$ cat config.mk
export PLATFORM = sky130hd
export DESIGN_NAME = fatori_mon_err_arb
export DESIGN_NICKNAME = d
export VERILOG_FILES = /design/src/rtl/fatori_mon_pkg.sv /design/src/rtl/fatori_mon_rr_arb.sv /design/src/rtl/fatori_mon_err_arb.sv
export SDC_FILE = /design/constraint.sdc
export NUM_CORES = 1
export LEC_CHECK = 0
export CAP_MARGIN = 20
export CORE_MARGIN = 2
export CORE_UTILIZATION = 55
export CTS_CLUSTER_DIAMETER = 120
export DETAILED_ROUTE_END_ITERATION = 8
export PLACE_DENSITY = 0.8
export SETUP_SLACK_MARGIN = 0.15
export SLEW_MARGIN = 10
export SYNTH_ARGS = -nofsm -noshare
export SYNTH_HDL_FRONTEND = slang
export SYNTH_SLANG_ARGS = --single-unit
$ cat constraint.sdc
create_clock -name clk_i -period 6.1 [get_ports clk_i]
set_clock_uncertainty 0.1 [all_clocks]
set_input_delay 0.915 -clock clk_i [delete_from_list [all_inputs] [get_ports clk_i]]
set_output_delay 0.915 -clock clk_i [all_outputs]
set_load 0.01 [all_outputs]
$ cat src/rtl/fatori_mon_pkg.sv
// Shared types for the fatori voter error monitor and its arbiter.
package fatori_mon_pkg;

  typedef enum logic [1:0] {
    MIN   = 2'b00,
    MAJ   = 2'b01,
    SCRUB = 2'b10
  } evt_kind_e;

  typedef enum logic [1:0] {
    IDLE = 2'b00,
    ESC  = 2'b01,
    COOL = 2'b10
  } esc_state_e;

  // Index width for n items, never narrower than one bit.
  function automatic int unsigned idx_w(input int unsigned n);
    return (n > 1) ? $clog2(n) : 1;
  endfunction

endpackage

$ cat src/rtl/fatori_mon_rr_arb.sv
// Round-robin arbiter: grants the first request at or after the pointer;
// the pointer moves just past the winner whenever a grant is taken.
module fatori_mon_rr_arb
  import fatori_mon_pkg::*;
#(
  parameter  int unsigned NV = 4,
  localparam int unsigned IW = idx_w(NV)
) (
  input  logic          clk_i,
  input  logic          rst_ni,
  input  logic [NV-1:0] req,
  input  logic          adv,
  output logic          gnt_vld_c,
  output logic [IW-1:0] gnt_idx_c
);

  localparam int unsigned JW = IW + 1;

  logic [IW-1:0] ptr_q;

  // Scan NV positions starting at the pointer, wrapping modulo NV.
  always_comb begin
    logic [JW-1:0] j;
    gnt_vld_c = 1'b0;
    gnt_idx_c = '0;
    j         = '0;
    for (int unsigned i = 0; i < NV; i++) begin
      j = {1'b0, ptr_q} + JW'(i);
      if (j >= JW'(NV)) j = j - JW'(NV);
      if (!gnt_vld_c && req[j[IW-1:0]]) begin
        gnt_vld_c = 1'b1;
        gnt_idx_c = j[IW-1:0];
      end
    end
  end

  always_ff @(posedge clk_i or negedge rst_ni) begin
    if (!rst_ni) begin
      ptr_q <= '0;
    end else if (adv && gnt_vld_c) begin
      ptr_q <= (gnt_idx_c == IW'(NV - 1)) ? '0 : gnt_idx_c + IW'(1);
    end
  end

endmodule

$ cat src/rtl/fatori_mon_err_arb.sv
// Voter error monitor: edge-detects per-voter error flags, arbitrates them into
// a ready/valid event stream, counts events and escalates on MAJ errors.
// Define FATORI_MON_ERR_SCRUB_EN to report scrub_i edges as SCRUB events.
module fatori_mon_err_arb
  import fatori_mon_pkg::*;
#(
  parameter  int unsigned NV         = 4,
  parameter  int unsigned CNT_W      = 16,
  parameter  int unsigned MAJ_THRESH = 1,
  parameter  int unsigned COOL_CYC   = 8,
  localparam int unsigned IW         = idx_w(NV)
) (
  input  logic             clk_i,
  input  logic             rst_ni,
  input  logic [NV-1:0]    min_err_i,
  input  logic [NV-1:0]    maj_err_i,
  input  logic [NV-1:0]    scrub_i,
  input  logic             clr_i,
  output logic             evt_valid_o,
  input  logic             evt_ready_i,
  output logic [IW-1:0]    evt_id_o,
  output logic [1:0]       evt_kind_o,
  output logic [CNT_W-1:0] min_cnt_o,
  output logic [CNT_W-1:0] maj_cnt_o,
  output logic             esc_req_o,
  input  logic             esc_ack_i
);

  localparam int unsigned CW = idx_w(COOL_CYC);
`ifdef FATORI_MON_ERR_SCRUB_EN
  localparam bit SCRUB_EN = 1'b1;
`else
  localparam bit SCRUB_EN = 1'b0;
`endif

  logic [NV-1:0] min_q, maj_q, scr_q;
  logic [NV-1:0] min_set, maj_set, scr_set;
  logic [NV-1:0] pmin_q, pmaj_q, pscr_q;
  logic [NV-1:0] clr_min, clr_maj, clr_scr;
  logic [NV-1:0] any_pend;

  logic          gnt_vld;
  logic [IW-1:0] gnt_idx;
  logic          load, take, accept;
  evt_kind_e     kind_c;

  logic          valid_q;
  logic [IW-1:0] id_q;
  evt_kind_e     kind_q;

  logic [CNT_W-1:0] min_cnt_q, maj_cnt_q;

  esc_state_e    state_q, state_d;
  logic [CW-1:0] cool_q, cool_d;
  logic          esc_req_q;
  logic          ack_clr;

  assign min_set  = min_err_i & ~min_q;
  assign maj_set  = maj_err_i & ~maj_q;
  assign scr_set  = SCRUB_EN ? (scrub_i & ~scr_q) : '0;
  assign any_pend = pmin_q | pmaj_q | pscr_q;

  assign load    = (!valid_q || evt_ready_i) && !clr_i;
  assign take    = load && gnt_vld;
  assign accept  = valid_q && evt_ready_i;
  assign ack_clr = (state_q == ESC) && esc_ack_i;

  fatori_mon_rr_arb #(.NV(NV)) u_rr (
    .clk_i     (clk_i),
    .rst_ni    (rst_ni),
    .req       (any_pend),
    .adv       (load),
    .gnt_vld_c (gnt_vld),
    .gnt_idx_c (gnt_idx)
  );

  // Kind priority inside the granted voter: MAJ, then SCRUB, then MIN.
  always_comb begin
    kind_c  = MIN;
    clr_min = '0;
    clr_maj = '0;
    clr_scr = '0;
    if (take) begin
      if (pmaj_q[gnt_idx]) begin
        kind_c           = MAJ;
        clr_maj[gnt_idx] = 1'b1;
      end else if (pscr_q[gnt_idx]) begin
        kind_c           = SCRUB;
        clr_scr[gnt_idx] = 1'b1;
      end else begin
        clr_min[gnt_idx] = 1'b1;
      end
    end
  end

  always_ff @(posedge clk_i or negedge rst_ni) begin
    if (!rst_ni) begin
      min_q <= '0;
      maj_q <= '0;
      scr_q <= '0;
    end else begin
      min_q <= min_err_i;
      maj_q <= maj_err_i;
      scr_q <= scrub_i;
    end
  end

  // A new edge wins over a same-cycle grant clear of the same bit.
  always_ff @(posedge clk_i or negedge rst_ni) begin
    if (!rst_ni) begin
      pmin_q <= '0;
      pmaj_q <= '0;
      pscr_q <= '0;
    end else if (clr_i) begin
      pmin_q <= '0;
      pmaj_q <= '0;
      pscr_q <= '0;
    end else begin
      pmin_q <= (pmin_q & ~clr_min) | min_set;
      pmaj_q <= (pmaj_q & ~clr_maj) | maj_set;
      pscr_q <= (pscr_q & ~clr_scr) | scr_set;
    end
  end

  always_ff @(posedge clk_i or negedge rst_ni) begin
    if (!rst_ni) begin
      valid_q <= 1'b0;
      id_q    <= '0;
      kind_q  <= MIN;
    end else if (clr_i) begin
      valid_q <= 1'b0;
    end else if (load) begin
      valid_q <= gnt_vld;
      if (gnt_vld) begin
        id_q   <= gnt_idx;
        kind_q <= kind_c;
      end
    end
  end

  // Saturating counters; clear dominates any same-cycle increment.
  always_ff @(posedge clk_i or negedge rst_ni) begin
    if (!rst_ni) begin
      min_cnt_q <= '0;
      maj_cnt_q <= '0;
    end else begin
      if (clr_i) begin
        min_cnt_q <= '0;
      end else if (accept && kind_q == MIN && min_cnt_q != '1) begin
        min_cnt_q <= min_cnt_q + CNT_W'(1);
      end
      if (clr_i || ack_clr) begin
        maj_cnt_q <= '0;
      end else if (accept && kind_q == MAJ && maj_cnt_q != '1) begin
        maj_cnt_q <= maj_cnt_q + CNT_W'(1);
      end
    end
  end

  always_ff @(posedge clk_i or negedge rst_ni) begin
    if (!rst_ni) begin
      state_q   <= IDLE;
      cool_q    <= '0;
      esc_req_q <= 1'b0;
    end else begin
      state_q   <= state_d;
      cool_q    <= cool_d;
      esc_req_q <= (state_d == ESC);
    end
  end

  always_comb begin
    state_d = state_q;
    cool_d  = cool_q;
    unique case (state_q)
      IDLE: if (maj_cnt_q >= CNT_W'(MAJ_THRESH)) state_d = ESC;
      ESC: begin
        if (esc_ack_i) begin
          state_d = COOL;
          cool_d  = '0;
        end
      end
      COOL: begin
        if (cool_q == CW'(COOL_CYC - 1)) state_d = IDLE;
        else                             cool_d  = cool_q + CW'(1);
      end
      default: state_d = IDLE;
    endcase
  end

  assign evt_valid_o = valid_q;
  assign evt_id_o    = id_q;
  assign evt_kind_o  = kind_q;
  assign min_cnt_o   = min_cnt_q;
  assign maj_cnt_o   = maj_cnt_q;
  assign esc_req_o   = esc_req_q;

endmodule

## Word-level counts from Yosys, hierarchy flattened

Cells that the tools add are included.

| word-level totals | value |
|---|---|
| register bits after elaboration | 65 |
| input bits | 17 |
| output and inout bits | 38 |
| logic and storage cells | 142 |

| operators by class | value |
|---|---|
| add/subtract/negate cells | 11 |
| magnitude comparators | 11 |
| eq/ne operators | 10 |
| muxes and demuxes | 54 |
| bitwise logic cells | 15 |
| reductions and logical operators | 27 |

Operators with widths:

| kind | count |
|---|---|
| $mux 16 | 4 |
| $mux 4 | 11 |
| $add 16x1->16 const B | 2 |
| $ne 16x16->1 const B | 2 |
| $mux 2 | 15 |
| $and 4x4->4 | 5 |
| $not 4->4 | 5 |
| $ge 16x1->1 const B | 1 |
| $or 4x4->4 | 4 |
| $lt 2x3->1 const B | 5 |
| $mux 1 | 13 |
| $bmux 1 s2 | 6 |
| $logic_and 1x1->1 | 12 |
| $ge 3x3->1 const B | 3 |
| $reduce_bool 2->1 | 4 |
| $sub 2x1->2 const B | 4 |
| $add 2x2->3 const B | 2 |
| $eq 2x1->1 const B | 3 |
| $mux 3 | 2 |
| $pmux 2 s3 | 1 |
| $pmux 3 s2 | 1 |
| $reduce_and 3->1 | 2 |
| $logic_not 1->1 | 5 |
| $eq 2x2->1 const B | 2 |
| 11 further kinds | 14 |

## Longest topological paths before layout

| depth | value |
|---|---|
| word-level depth | 25 |
| gate-level depth with buffers | 8 |
| gate-level depth less buffers | 7 |

## Modules after synthesis

A second synthesis with hierarchy kept.

| unflattened totals | value |
|---|---|
| cell total of the unflattened synthesis | 340 |
| area total of the unflattened synthesis | 3,334.4 µm² |

By module, submodules not included:

| module | instances | cells an instance | area each (µm²) | seq. area each (µm²) |
|---|---|---|---|---|
| fatori_mon_err_arb | 1 | 319 | 3,165.5 | 1,576.5 |
| fatori_mon_rr_arb | 1 | 21 | 168.9 | 50.0 |

## Worst setup path after synthesis

No wires, ideal clock.

| timing | value |
|---|---|
| path kind | input to register |
| start point | input port clr_i |
| end point | register pmin_q[0] |
| arrival | 2,140 ps |
| slack | 3,723 ps |
| cell stages on the path | 5 |
| path buffers | 1 |
| cells stage by stage | or3_1 buf_2 a2111o_1 a22oi_2 a311oi_1 |

| between the ends | value |
|---|---|
| cells in the longest elaborated chain, start to end | 8 |

RTL lines:

| item | RTL line | source |
|---|---|---|
| start: declaration | fatori_mon_err_arb.sv:18 | `input logic clr_i,` |
| $logic_not 1->1 | fatori_mon_err_arb.sv:63 | `assign load = (!valid_q \|\| evt_ready_i) && !clr_i;` |
| $logic_and 1x1->1 | fatori_mon_err_arb.sv:63 |  |
| $logic_and 1x1->1 | fatori_mon_err_arb.sv:64 | `assign take = load && gnt_vld;` |
| $mux 4 | fatori_mon_err_arb.sv:83 | `if (take) begin` |
| $not 4->4 | fatori_mon_err_arb.sv:119 | `pmin_q <= (pmin_q & ~clr_min) \| min_set;` |
| $and 4x4->4 | fatori_mon_err_arb.sv:119 |  |
| $or 4x4->4 | fatori_mon_err_arb.sv:119 |  |
| $mux 4 (*) | fatori_mon_err_arb.sv:114 | `end else if (clr_i) begin` |
| end signal: assignment | fatori_mon_err_arb.sv:119 |  |
| end: declaration | fatori_mon_err_arb.sv:38 | `logic [NV-1:0] pmin_q, pmaj_q, pscr_q;` |

Mark *: on every way between the ends. The rest lies on a longest branch, timed or not.
A chain may end at the register's enable or synchronous reset.

## Worst setup path in the final report

Same ends and word-level chain as after synthesis.

==> summary.md <==
| Metric | Value |
|---|---|
| Status | `completed` |
| Crit path required time | `about 6.2 ns` |
| Power Total | `1240 uW` |
| TritonCTS Buffers | `9` |
| Dpl hpwl | `4920 um` |
| Post-CTS setup buffer count | `0` |
| Post-route DRC violation count | `0` |
| Hold_buf cts | `0` |
| Final Hold Fails | `0` |
| DIE HEIGHT | `around 82 um` |
| Hold Crit Class | `reg -> reg` |
| Top_reg_cell synth | `dfrtp_1` |
| Critical Path Fanout Max | `32` |
| Asr flop ratio synth | `1.00` |
| Core Util, Final | `0.696` |
| CTS sink count | `65` |
| Net Sw Frac | `0.334` |
| Setup violators final | `0` |
| Die Wd | `82.0 um` |
| Synth Register Bits | `65` |
| CTS clk-pin slew, worst paths | `approximately 0.070 ns` |
| Slew Limit Headroom | `0.467` |
| GRT Util Overall | `0.235` |
| Clock latency on the worst-skew pair | `approximately 0.33 ns` |
| Setup TNS Final | `0 ns` |
| Wirelength per Cell | `between 15 and 20 um` |
| DR vias/cell | `5.71` |
| Syn avg cell area | `about 10 um2` |
| Routability congestion estimate from global placement | `around 0.9` |
| Vias in the first global route | `roughly 2600` |
| CTS Root Cell | `clkbuf_8` |
| CP arrival | `about 3.3 ns` |
| P_int | `829 uW` |
| Post-synthesis sequential area ratio | `0.486` |
| Slew Limit Fails | `0` |
| Startpoint types | `primary input` |
| CP Class | `in -> reg` |
| Nets | `414` |
| Post-route insts no fill | `roughly 470` |
| Register share of total power | `0.435` |
| CP cell instances | `clkdlybuf4s50_1, buf_4, or3_1, a2111o_1, a22oi_2, a311oi_1` |
| # resized after CTS | `0` |
| Area of the mapped netlist | `about 3300 um2` |
| Worst r2r dst | `pmin_q[0]` |
| YS warnings | `0` |
| Commonest non-fill, non-tap cell in the layout | `dfrtp_1` |
| Post-synth EDFFs | `0` |
| H-tree levels | `3` |
| VDD IR max | `0.210 mV` |
| Tmin final | `between 3 and 4 ns` |
| Kind of cell adding the most delay to the critical path | `compound AO/OA/AOI/OAI gates` |
| Longest Clk Path Bufs | `2` |
| Slowest cell on crit path | `or3_1` |
| RSZ-0062 raised after global routing | `false` |
| Layout cell share with drive strength beyond 1 | `0.0893` |
| WP depth | `6` |
| CP Launch Point | `clr_i` |
| Worst Path Buf+Inv | `2` |
| Slowest stage delay, CP | `0.66 ns` |
| Comb pwr share | `0.282` |
| Psw | `415 uW` |
| IO Count | `55` |
| Routed Antenna Nets | `0` |
| Detailed Route WL | `roughly 7100 um` |
| Post-synth cell types | `53` |
| Core Rows | `28` |
| Largest net degree at the start of global routing | `between 60 and 70` |
| Pre-Repair DR Iteration Count | `4` |
| First-pass GRT wire length | `12000 um` |
| Area Growth Syn to Fin | `22.4%` |
| Initial antenna violation count | `0` |
| Slew @ Worst Pin | `between 0.7 and 0.8 ns` |
| Leak | `~0.0017 uW` |
| Placed cells | `450` |
| Max Clk Rate | `316 MHz` |
| Reg2reg start | `pscr_q[3]` |
| Post-Syn Instances | `334` |
| Iter 0 DRT Violations | `130` |
| Tcrit/Tclk final | `0.518` |
| Routed via count | `2666` |
| Post-synth net total | `around 360` |
| Initial Util | `0.569` |
| Antenna Cells | `0` |
| IO Port Bufs | `50` |
| CP endpoint kind | `flip-flop` |
| FF-to-FF path depth | `6` |
| Total overflow reported by the global router | `0` |
| Die area | `between 6000 and 7000 um2` |
| Pwr Density | `approximately 300 nW/um2` |
| Reg-to-reg setup timing slack | `~3.4 ns` |
| Core footprint | `between 5000 and 6000 um2` |
| CTS tree | `yes` |
| Clock power frac | `0.283` |
| # fillers | `460` |
| Worst setup endpoint | `pmin_q[0]` |
| Most frequent cells in the layout | `dfrtp_1, clkdlybuf4s50_1, nor2_1` |
| Max Cap Violations | `0` |
how the worst min path moves through the flow:
stage          cells after the start   startpoint          end
6_report                           2  evt_id_o[1]  evt_id_o[1]
4_1_cts                            2  evt_id_o[0]  evt_id_o[0]
3_5_place_dp                       2  evt_id_o[0]  evt_id_o[0]
2_1_floorplan                      2     min_q[2]    pmin_q[2]
5_1_grt                            2  evt_id_o[1]  evt_id_o[1]
3_3_place_gp                       2  evt_id_o[1]  evt_id_o[1]
routing by layer:
layer  routed length [um]  GRT usage  vias up
met4                  101     0.0833        0
met3                  215     0.0538        8
li1                     -          -     1300
met2                 3570      0.392       49
met5                    0          0        -
met1                 3180      0.301     1309
cells by family (layout without fill, tap and decap cells):
family,count (synthesis),in the layout,synth area share
buffers and inverters,30,88,0.0366
multiplexers,1,1,0.00299
XOR/XNOR,28,28,0.0732
AND/OR/NAND/NOR,135,135,0.217
adder cells (fa/ha/maj),11,11,0.0404
AO/OA/AOI/OAI,64,64,0.144
flip-flops,65,65,0.486
layout make-up:
type                    instances  area (um2)  share of cell area
well taps                      75        93.8              0.0229
clock inverters                 3        40.0             0.00977
clock buffers                  13         149              0.0363
repair buffers                 53         518               0.126
flip-flops and latches         65        1630               0.397
multi-input cells             239        1600               0.390
inverters                      19        71.3              0.0174
synthesized netlist by cell type (2+ instances only):
master,n,area (um2)
nor2_1,45,169
clkbuf_1,8,30.0
nor4_1,3,18.8
inv_1,18,67.6
nor3_1,6,30.0
nand4b_1,2,17.5
nor2b_1,6,37.5
a311oi_2,4,60.1
a2111o_1,2,22.5
ha_1,10,125
a21oi_1,13,65.1
nand3_1,8,40.0
xor2_1,20,175
and4_1,8,70.1
and3_1,3,18.8
o31a_1,4,35.0
dfrtp_1,65,1630
a31oi_1,2,12.5
o211ai_1,2,15.0
or3_1,6,37.5
o31ai_1,3,22.5
or3_2,2,15.0
xnor2_1,8,70.1
a311oi_1,6,52.6
nand2b_1,5,31.3
o21a_1,2,15.0
a211oi_1,4,30.0
nor4_2,2,25.0
o21ai_0,13,65.1
buf_2,2,10.0
nand2_1,20,75.1
nand4_1,11,68.8
state kept, by name, indices dropped and copies added (netlist names):
name / cells
evt_valid_o: 1
pscr_q: 4
state_q: 2
maj_q: 4
evt_kind_o: 2
u_rr.ptr_q: 2
pmaj_q: 4
min_cnt_o: 16
maj_cnt_o: 16
cool_q: 3
esc_req_o: 1
pmin_q: 4
evt_id_o: 2
min_q: 4
per-stage QoR:
stage          hold slack, ns  instance area, um2  worst slack [ns]
2_1_floorplan           0.412                3350              3.72
3_3_place_gp            0.365                3900              2.70
3_5_place_dp            0.381                3900              2.64
4_1_cts                 0.396                4090              2.96
5_1_grt                 0.427                4100              2.87
6_report                0.388                4100              2.94
worst min-delay path, stage by stage (launching register included):
cell and delay [ns]:
dfrtp_1 0.35, nand2_1 0.05, o21ai_0 0.06
power groups by stage:
stage          Combinational [uW]  Sequential, uW  Clock (uW)
2_1_floorplan                 254             526           0
3_3_place_gp                  336             545           0
3_5_place_dp                  348             548           0
4_1_cts                       352             541         363
5_1_grt                       395             550         381
6_report                      351             541         352
Note: power is estimated with default switching activity, not from simulation.
==> RTL edit 1: new RTL, same flow settings <==
Re-encode `esc_state_e` (3 states) as one-hot, 3 bits wide.
--- a/src/rtl/fatori_mon_pkg.sv
+++ b/src/rtl/fatori_mon_pkg.sv
@@ -7,10 +7,10 @@
     SCRUB = 2'b10
   } evt_kind_e;
 
-  typedef enum logic [1:0] {
-    IDLE = 2'b00,
-    ESC  = 2'b01,
-    COOL = 2'b10
+  typedef enum logic [2:0] {
+    IDLE = 3'b001,
+    ESC  = 3'b010,
+    COOL = 3'b100
   } esc_state_e;
 
   // Index width for n items, never narrower than one bit.
Formal check against the unedited RTL: same outputs for any inputs over 4 cycles, from zero or initial values and one cycle with rst_ni low; so few cycles prove little.
==> RTL edit 1 against the original RTL <==
Final area is 0.85% higher. Synthesized area increased by 1.7%. Die area increased by 1.6%. Setup slack better by 95 ps. Count of clock-buffer cells in the layout fell by 3. Sequential cell count increased by 1. Core utilization shrank 0.23 points. Highest routed layer unchanged. Total power fell by 6.1%. Wire length grew 4.7%.
==> RTL edit 1: results (changes against the original RTL) <==
Global routing
  – First-pass GRT wire length: 12.6 mm (+5.5%)
  – Largest net degree at the start of global routing: 67 (+1.5%)
  – Antenna violations before repair: 0 (unchanged)
  – Gr usage total: 24.4% (+0.85 points)

Critical path
  – Critical Path Fanout Max: 32 (unchanged)
  – CP arrival: 3170 ps (-80 ps)
  – Crit. Startpoint: clr_i
  – R2R Path Start: pscr_q[3]

Final layout
  – FILL cells: 480 (+4.3%)
  – Layout cells sized above 1: 10.2% (+1.3 points)
  – Ant. Diodes: 0 (unchanged)
  – Post-layout net count: 425 (+2.7%)

Clocking
  – Postcts setup bufs: 0 (unchanged)
  – Clock-pin slew on the worst setup and hold paths: 70 ps (about the same)
  – Resize count post-CTS: 0 (unchanged)
  – Worst-Skew Late Latency: around 340 ps
  – Longest Clk Path Bufs: 2 (unchanged)
  – TritonCTS buffer count: 9 (unchanged)
  – Htree depth: 3 (unchanged)
  – Clock Tree Root: clkbuf_8

Route
  – Drt initial violations: 178 (+37%)
  – DRT Pass-1 Iters: 4 (unchanged)
  – DRC: 0 (unchanged)
  – Final wirelength: 7.40 mm (+4.7%)
  – DR vias: 2724 (+2.2%)

Placed design
  – IO buf count: 50 (unchanged)
  – Routability cong.: 0.833 (-9.0%)
  – Detailed Place HPWL: 5.18 mm (+5.4%)

Timing
  – Slew Limit Fails: 0 (unchanged)
  – Worst-margin pin slew: 811 ps (+11.8 ps)

Run status
  – Status: complete, no violations

Worst hold path
  – Worst min path class: reg -> reg
  – Hold Crit Start: evt_id_o[1]

Power
  – Peak VDD IR: 0.172 mV (-18%)
  – Pleak: 1.73 nW (-0.75%)

Synth
  – Top cells by area, synth: dfrtp_1, nor2_1, ha_1
  – Syn. warnings: 0 (unchanged)
  – Post-synth ARST share: 100% (unchanged)
  – Seq/Total Area, Yosys: 48.5% (about the same)
  – Netlist cell types: 59 (+11%)
  – Post-synth net total: 371 (+2.8%)
  – Commonest cells in the netlist: dfrtp_1, nor2_1, nand2_1
  – Most used DFF post-synth: dfrtp_1
## RTL edit 1: cell count changes in the layout (fill, tap and decap cells not counted), sizes merged, moves of 4 or more
cell and change:
a21oi +4, and4 -5, o21ai +8, or3 +5, xor2 -6
## RTL edit 1: power breakdown
group          leakage (nW)  switching (W)  internal (W)  total (W)
combinational         0.771       0.000178      0.000138   0.000316
clock                0.0879       0.000166      0.000155   0.000321
sequential            0.871      0.0000499      0.000482   0.000532
total                  1.73       0.000394      0.000774    0.00117
## RTL edit 1: cells by family after synthesis
logic type / share of synthesized area, %
AOI/OAI and AO/OA: 15.4
xor gates and xnor gates: 5.66
adders and majority gates: 3.97
buffers and inverters: 3.53
DFF: 48.5
muxes: 0.625
and+or+nand+nor: 22.3
## RTL edit 1: area by class of cell
cell class	count	area, um^2	share of cell area, %
Timing Repair Buffer	52	510	12.4
Sequential cell	66	1650	40.0
Inverter	20	75.1	1.82
Multi-Input combinational cell	249	1630	39.5
Tap cell	75	93.8	2.27
Clock buffer	10	138	3.33
Clock inverter	5	31.3	0.757
## RTL edit 1: critical path, cell delays in order
cell             delay (ps)
clkdlybuf4s50_1         390
buf_4                   250
or3_1                   640
a2111o_1                520
a22oi_2                 300
a311oi_1                140
## RTL edit 1: per-stage QoR
step	area [um^2]	cells	worst slack, ps	power, W	hold slack, ps
2_1_floorplan	3400	344	3720	0.000749	377
3_3_place_gp	3960	462	2690	0.000846	368
3_5_place_dp	3960	462	2680	0.000856	375
4_1_cts	4130	477	3020	0.00117	391
5_1_grt	4130	477	2900	0.00124	441
6_report	4130	477	3030	0.00117	390
## RTL edit 1: metal layers
layer,track usage [%],part of all wire [%],up-vias
met5,0,0,-
met4,8.52,1.1,0
met3,5.76,4.6,7
met2,39.4,49,69
met1,32.3,45,1315
li1,-,-,1333
## RTL edit 1: final timing paths
kind                                 endpoint  slack [ps]  depth (start not counted)
worst max-delay path                pmin_q[0]        3030                          6
min in group asynchronous        maj_cnt_o[1]         650                          2
worst min-delay path              evt_id_o[1]         390                          2
worst max register to register      pscr_q[1]        3380                          6
worst min register to register    evt_id_o[1]         390                          2
max in group asynchronous       maj_cnt_o[10]        4720                          2
==> RTL edit 2: new RTL, config.mk and constraints unchanged <==
Without the edit above. `NV` is set to 4 in 2 places; all go to 3.
--- a/src/rtl/fatori_mon_rr_arb.sv
+++ b/src/rtl/fatori_mon_rr_arb.sv
@@ -3,7 +3,7 @@
 module fatori_mon_rr_arb
   import fatori_mon_pkg::*;
 #(
-  parameter  int unsigned NV = 4,
+  parameter  int unsigned NV = 3,
   localparam int unsigned IW = idx_w(NV)
 ) (
   input  logic          clk_i,
--- a/src/rtl/fatori_mon_err_arb.sv
+++ b/src/rtl/fatori_mon_err_arb.sv
@@ -4,7 +4,7 @@
 module fatori_mon_err_arb
   import fatori_mon_pkg::*;
 #(
-  parameter  int unsigned NV         = 4,
+  parameter  int unsigned NV         = 3,
   parameter  int unsigned CNT_W      = 16,
   parameter  int unsigned MAJ_THRESH = 1,
   parameter  int unsigned COOL_CYC   = 8,
Interface: changed (resized maj_err_i, min_err_i and scrub_i); port bits go from 55 to 52. No check against the original RTL was run, so the function may have changed too.
==> RTL edit 2 against the original RTL <==
Combinational power up 57%. Sequential cell count down 5. Synthesized cell count down 1.5%. Final area down 2.8%. Wire length up 2.6%. Total power up 15%. Critical path depth unchanged. Clock power up 11%. Synthesized area down 3.4%. First-iteration DRC count up 30%. Setup slack better by 240 ps. Sequential share of layout area down 2.0 points. Critical endpoint is now maj_cnt_o[13]. Largest power group is now combinational cells.
==> RTL edit 2: results (changes against the original RTL) <==
Synth
  – Netlist cell types: 54 (+1.9%)
  – Post-synth ARST share: 100% (unchanged)
  – Post-synth net total: 352 (-2.5%)
  – Seq/Total Area, Yosys: 46.4% (-2.1 points)
  – Top cells by area, synth: dfrtp_1, xor2_1, nor2_1
  – Syn. warnings: 0 (unchanged)
  – Commonest cells in the netlist: dfrtp_1, nor2_1, xor2_1

Route
  – DRC: 0 (unchanged)
  – DRT Pass-1 Iters: 4 (unchanged)
  – Drt initial violations: 169 (+30%)
  – DR WL/cell: 16.0 um (+5.5%)
  – Via-per-instance ratio: 5.87 (+2.8%)

Power
  – NetSw: 0.000533 W (+28%)
  – Peak VDD IR: 0.207 mV (-1.2%)
  – Pleak: 1.73 nW (-0.93%)

Critical path
  – Worst r2r dst: pmin_q[2]
  – R2R Path Start: u_rr.ptr_q[0]
  – Worst R2R Path Depth: 8 (+2)
  – Critical path capture point: maj_cnt_o[13]
  – Crit. Startpoint: evt_ready_i
  – CP Launch Type: primary input
  – Flop2flop setup slack: 3190 ps (-220 ps)
  – CP arrival: 3090 ps (-160 ps)
  – Critical Path Fanout Max: 11 (-66%)

Placed design
  – Routability cong.: 0.903 (-1.4%)
  – IO buf count: 48 (-4.0%)
  – Detailed Place HPWL: 5.09 mm (+3.5%)
  – Area of placed instances: 0.00376 mm^2 (-3.7%)

Clocking
  – Longest Clk Path Bufs: 2 (unchanged)
  – Htree depth: 3 (unchanged)
  – TritonCTS buffer count: 9 (unchanged)
  – Clock-pin slew on the worst setup and hold paths: around 80 ps
  – Clock Tree Root: clkbuf_8
  – # hold bufs at CTS: 0 (unchanged)
  – Resize count post-CTS: 0 (unchanged)
  – Worst-Skew Late Latency: 340 ps

Global routing
  – First-pass GRT wire length: 12.3 mm (+2.5%)
  – Antenna violations before repair: 0 (unchanged)
  – Number of global-route vias before repair: 2571 (-1.8%)
  – Gr usage total: 24.8% (+1.3 points)
  – Largest net degree at the start of global routing: 61 (-7.6%)

Run status
  – Status: complete, no violations

Worst hold path
  – Cell depth of the worst hold path: 1 (-1)

Final layout
  – Layout cells sized above 1: 8.64% (-0.29 points)
  – Post-layout net count: 400 (-3.4%)

Timing
  – Worst-margin pin slew: 924 ps (+124 ps)
RTL edit 2: changes by cell type after synthesis, sizes merged, moves of 5 or more:
cell	before	now
and3	4	10
dfrtp	65	60
inv	19	12
nand2	21	12
nand3	8	15
nor2	45	51
or3	8	2
xnor2	8	3
xor2	20	26
RTL edit 2: how the worst min path moves through the flow:
stage / start / to / slack [ps]
2_1_floorplan: min_q[1] / pmin_q[1] / 370
3_3_place_gp: evt_id_o[1] / evt_id_o[1] / 370
3_5_place_dp: evt_id_o[1] / evt_id_o[1] / 380
4_1_cts: evt_id_o[1] / evt_id_o[1] / 400
5_1_grt: evt_id_o[1] / evt_id_o[1] / 430
6_report: evt_id_o[1] / evt_id_o[1] / 390
RTL edit 2: area by class of cell:
type | instances | area (um^2)
repair buffers | 51 | 498
well taps | 72 | 90.1
flip-flops and latches | 60 | 1500
fillers | 447 | 1630
clock buffers | 10 | 128
inverters | 12 | 45.0
clock inverters | 6 | 87.6
multi-input cells | 243 | 1630
RTL edit 2: power groups by stage:
stage	Combinational, W	Sequential [W]	Clock, W
after floorplan	0.000397	0.000496	0
after global placement	0.000534	0.000499	0
after detailed placement	0.000539	0.000503	0
after CTS	0.000543	0.000496	0.000398
after global routing	0.000605	0.000504	0.000418
final	0.000550	0.000497	0.000389
RTL edit 2: logic make-up (layout without fill, tap and decap cells):
logic type                 count (synthesis)  after routing  share of synthesized area (%)
AOI/OAI and AO/OA                         59             59                           14.2
xor gates and xnor gates                  29             29                           7.86
adders and majority gates                  9              9                           3.48
buffers and inverters                     26             79                           3.17
DFF                                       60             60                           46.4
muxes                                      3              3                          0.929
and+or+nand+nor                          143            143                           24.0
RTL edit 2: per-stage QoR:
stage	std cells	power, W	hold slack, ps	setup WS [ps]
after floorplan	329	0.000892	372	3670
after global placement	437	0.00103	367	2870
after detailed placement	437	0.00104	381	2820
after CTS	453	0.00144	396	3190
after global routing	454	0.00153	433	2980
final	454	0.00144	395	3170
RTL edit 2: critical path, stage by stage:
cell	delay, ps
clkdlybuf4s50_1	540
nand4_1	160
a31oi_1	720
nand3_1	250
or3_1	360
a21oi_1	140
RTL edit 2: routing by layer:
layer / share of wire [%] / up-vias / GRT usage (%) / wire, um
li1: - / 1282 / - / -
met1: 47 / 1302 / 34.8 / 3430
met5: 0 / - / 0 / 0
met2: 47 / 67 / 37.1 / 3390
met4: 1.7 / 0 / 11.7 / 121
met3: 4.2 / 13 / 4.72 / 308
